[src/rtl/mem_stall_controller.sv]
// rtl/mem_stall_controller.sv - PC stall sequencer for variable-latency data memory accesses
module mem_stall_controller #(
    parameter int TIMEOUT_CYCLES = 15,
    parameter int DATA_W         = 32
) (
    input  logic              clk,
    input  logic              rst,
    input  logic              mem_rs,
    input  logic              mem_ws,
    input  logic              cntrl_rs,
    input  logic [DATA_W-1:0] mem_addr,
    input  logic [DATA_W-1:0] mem_wdata,
    output logic              dmem_req,
    output logic              dmem_we,
    output logic [DATA_W-1:0] dmem_addr,
    output logic [DATA_W-1:0] dmem_wdata,
    input  logic              dmem_ack,
    input  logic [DATA_W-1:0] dmem_rdata,
    output logic              pc_we,
    output logic              rf_we,
    output logic [DATA_W-1:0] load_data,
    output logic              busy,
    output logic              fault
);

    localparam logic [1:0] S_IDLE  = 2'd0;
    localparam logic [1:0] S_WAIT  = 2'd1;
    localparam logic [1:0] S_DONE  = 2'd2;
    localparam logic [1:0] S_FAULT = 2'd3;

    localparam logic [7:0] TIMEOUT_LIMIT = 8'(TIMEOUT_CYCLES);

    logic [1:0] state;
    logic [7:0] wait_cnt;
    logic [7:0] wait_cnt_inc;
    logic       rf_en;
    logic       mem_op;

    assign mem_op       = mem_rs | mem_ws;
    assign wait_cnt_inc = (wait_cnt == 8'hFF) ? wait_cnt : wait_cnt + 8'd1;

    always_ff @(posedge clk or posedge rst) begin
        if (rst) begin
            state      <= S_IDLE;
            wait_cnt   <= 8'd0;
            rf_en      <= 1'b0;
            dmem_we    <= 1'b0;
            dmem_addr  <= '0;
            dmem_wdata <= '0;
            load_data  <= '0;
        end else begin
            case (state)
                S_IDLE: begin
                    if (mem_rs && mem_ws) begin
                        state <= S_FAULT;
                    end else if (mem_rs ^ mem_ws) begin
                        state      <= S_WAIT;
                        dmem_addr  <= mem_addr;
                        dmem_wdata <= mem_wdata;
                        dmem_we    <= mem_ws;
                        rf_en      <= cntrl_rs;
                        wait_cnt   <= 8'd0;
                    end
                end
                S_WAIT: begin
                    // An ack in the timeout cycle still completes the access.
                    if (dmem_ack) begin
                        if (!dmem_we) begin
                            load_data <= dmem_rdata;
                        end
                        state <= S_DONE;
                    end else begin
                        wait_cnt <= wait_cnt_inc;
                        if (wait_cnt_inc >= TIMEOUT_LIMIT) begin
                            state <= S_FAULT;
                        end
                    end
                end
                S_DONE:  state <= S_IDLE;
                default: state <= S_FAULT;
            endcase
        end
    end

    assign dmem_req = (state == S_WAIT);
    assign busy     = (state == S_WAIT) || (state == S_DONE);
    assign fault    = (state == S_FAULT);

    always_comb begin
        pc_we = 1'b0;
        rf_we = 1'b0;
        case (state)
            S_IDLE: begin
                pc_we = ~mem_op;
                rf_we = cntrl_rs & ~mem_op;
            end
            S_DONE: begin
                pc_we = 1'b1;
                rf_we = rf_en & ~dmem_we;
            end
            default: begin
                pc_we = 1'b0;
                rf_we = 1'b0;
            end
        endcase
    end

endmodule

[config.mk]
export PLATFORM = sky130hd
export DESIGN_NAME = mem_stall_controller
export DESIGN_NICKNAME = d
export VERILOG_FILES = /design/src/rtl/mem_stall_controller.sv
export SDC_FILE = /design/constraint.sdc
export NUM_CORES = 1
export LEC_CHECK = 0
export BUFFER_PORTS_ARGS = -buffer_cell sky130_fd_sc_hd__clkbuf_2
export CAP_MARGIN = 40
export CORE_MARGIN = 2
export CORE_UTILIZATION = 47
export DETAILED_ROUTE_END_ITERATION = 12
export PLACE_DENSITY = 0.81
export SLEW_MARGIN = 20
export SYNTH_ARGS = -nofsm -noshare
export SYNTH_HDL_FRONTEND = slang
export SYNTH_SLANG_ARGS = --single-unit
[constraint.sdc]
create_clock -name clk -period 4.5 [get_ports clk]
set_input_delay 0.45 -clock clk [delete_from_list [all_inputs] [get_ports clk]]
set_output_delay 0.45 -clock clk [all_outputs]
set_load 0.03 [all_outputs]
==> flow_summary.yaml <==
placed_design:
  io_buffers: 203
  gp_congestion: 0.826
  placed_cells: 631
  dp_hpwl_um: 7640
  dpl_worst_slack_ns: 2.16
cts:
  cts_setup_buffers: 0
  cts_tree: "done"
  root_buffer: "clkbuf_8"
  cts_sinks: 108
  worstSkewPairLatency_ns: 0.37
  htree_levels: 3
  clk_pin_slew_ns: 0.09
  numCtsBuffers: 9
  clock_path_buffers: 2
  post_cts_resized: 0
  ctsHoldBuffers: 0
synth:
  synth_top_flop_cell: "dfrtp_1"
  syn_inst: 307
  synth_top_area_cell: "dfrtp_1"
  synth.top_cells.by_count: "dfrtp_1 (108), mux2_2 (55), mux2_4 (30), mux2_1 (12)"
  synth_seq_area_share_pct: 58.4
  synth_area_mm2: 0.00462
  yosysUniqueCellTypes: 40
  synth.avg_cell_area_um2: 15.1
  synthTopCellsByArea: "dfrtp_1 (58%), mux2_2 (13%), mux2_4 (9.7%), mux2_1 (2.9%), buf_6 (2.4%)"
  async_reset_ff_share_pct: 100
  synth.top_cell.area_share_pct: 58.4
  post-synth-top-count-cell: "dfrtp_1"
  synth_nets: 417
  ys_seq_elements: 108
  synth_edf_count: 0
  ys_warn_count: 0
critical_path:
  crit_arrival_ns: 2.60
  r2r_cells: 5
  crit_fanout: 54
  timing.rr.start: "state[1]"
  r2r_slack_ns: 2.15
  worstPathCellList: "inv_1 -> ha_1 -> nand2_4 -> buf_4 -> mux2_1"
  slowest_stage: "ha_1"
  worstSetupPathType: "register to register"
  path_buf_inv: 2
  r2r-end: "dmem_wdata[1]"
  crit_path_end_kind: "register"
  path_depth: 5
  start_kind: "register"
  cp_top_family: "buffers and inverters"
  max_stage_delay_ns: 0.48
  cp.required_ns: 4.75
routing:
  vias_per_cell: 4.98
  drt.antenna.violating_nets: 0
  drtIter0Drc: 59
  drc: 0
  first_pass_iters: 4
  routed-via-count: 3224
  totalWireLength_um: 10100
  wl_per_cell_um: 15.6
layout:
  instances_no_fill: 648
  fin_util_pct: 61.4
  area_delta_synth_final_pct: 27.9
  layout.nets: 620
  n_antenna_cell: 0
  drive_gt1_share_pct: 61.9
  fill_cells: 766
sta:
  setup_viol: 0
  hold_viol: 0
  fin_ws_ns: 2.15
  drv_slew: 0
  tns_ns: 0
  final.setup_skew_ns: 0.00982
  slew_headroom_pct: 53.9
  period_share_pct: 52.2
  rsz0062_at_grt: "no"
  max_freq_mhz: 425
  tightestPinTransition_ns: 0.691
  fin_crit_ns: 2.35
floorplanning:
  num_rows: 36
  fp.dieW_um: 103
  core_mm2: 0.00964
  start_util_pct: 48.0
  pin_count: 204
  dieArea_mm2: 0.0106
  die_h_um: 103
grt:
  grt_max_degree: 71
  antenna_found_initial: 0
  grt_pass1_vias: 3138
  grt_pass1_wl_um: 15100
  gr-usage-all-layers_pct: 18.4
  grt-ovfl-total: 0
pwr:
  p_total_mw: 4.74
  vdd_drop_max_v: 0.000498
  p_leak_nw: 3.07
  powerDensity_mw_per_mm2: 802
flow_run:
  drv_cap: 0
run_status:
  status: "completed"
min_path:
  hold_class: "primary input to asynchronous set/reset pin"
-- where the power goes --
part	switching (mW)	total, mW	leakage, nW	internal [mW]
Clock	0.315	0.532	0.0966	0.217
Sequential	0.261	1.70	1.29	1.44
Combinational	1.56	2.51	1.68	0.947
-- cells in the final DEF (no fill, tap or decap), types with 2 or more instances in the layout --
master / n
mux2_2: 55
inv_6: 2
o31ai_1: 2
clkbuf_2: 203
inv_1: 8
nor2_1: 6
clkbuf_8: 10
clkinv_2: 4
ha_1: 8
a31oi_1: 3
or2_2: 2
o21ai_0: 6
nand2b_2: 2
mux2_4: 30
a41oi_1: 2
dfrtp_1: 108
o21ai_1: 3
buf_4: 2
a21oi_1: 10
mux2_1: 12
nand3_1: 5
o41ai_1: 2
nand2_1: 9
-- cells by family (layout without fill, tap and decap cells) --
kind of cell	count (synthesis)	count (layout)	share of synthesized area (%)
xor gates and xnor gates	1	1	0.189
muxes	97	97	26.1
and+or+nand+nor	34	34	4.03
DFF	108	108	58.4
AOI/OAI and AO/OA	35	35	5.36
adders and majority gates	8	8	2.16
buffers and inverters	24	232	3.76
-- metal layers --
| layer | vias up | part of all wire (%) | track usage (%) |
|---|---|---|---|
| met5 | - | 0 | 0 |
| met4 | 0 | 1.2 | 5.67 |
| met3 | 11 | 5.9 | 5.17 |
| met2 | 116 | 54 | 31.6 |
| met1 | 1611 | 39 | 22.7 |
| li1 | 1486 | - | - |
-- worst reg2reg max path: cells and delay by family (launching register included) --
| kind | cells | cell delay [ns] |
|---|---|---|
| fa+ha+maj | 1 | 0.48 |
| buf+inv | 2 | 0.53 |
| flops | 1 | 0.41 |
| mux | 1 | 0.33 |
| simple gates | 1 | 0.48 |
-- area by class of cell --
cell class / instances / area (µm²) / share of cell area, %
Multi-Input combinational cell: 175 / 1760 / 29.7
Clock inverter: 6 / 37.5 / 0.635
Inverter: 9 / 36.3 / 0.613
Clock buffer: 10 / 138 / 2.33
Tap cell: 133 / 166 / 2.81
Timing Repair Buffer: 207 / 1080 / 18.2
Sequential cell: 108 / 2700 / 45.7
-- stage by stage --
stage                     hold slack (ns)  area (µm²)
final                              0.0277        5910
after global placement              0.476        5690
after floorplan                     0.480        4620
after global routing               0.0208        5910
after detailed placement            0.481        5710
after CTS                           0.269        5890
-- registers in the layout, summed over array words and instances, names as in the netlist --
name and count:
dmem_addr 32, dmem_wdata 32, dmem_we 1, load_data 32, rf_en 1, state 2, wait_cnt 8
-- how the worst max path moves through the flow --
stage | start | to | slack (ns)
floorplan | rst | dmem_addr[0] | 1.20
global placement | mem_rs | dmem_addr[5] | 1.83
detailed placement | mem_rs | dmem_addr[22] | 2.16
CTS | state[1] | rf_we | 2.11
global route | state[0] | rf_we | 1.97
finish | state[1] | dmem_wdata[1] | 2.15
Power figures use the tool's default switching activity.
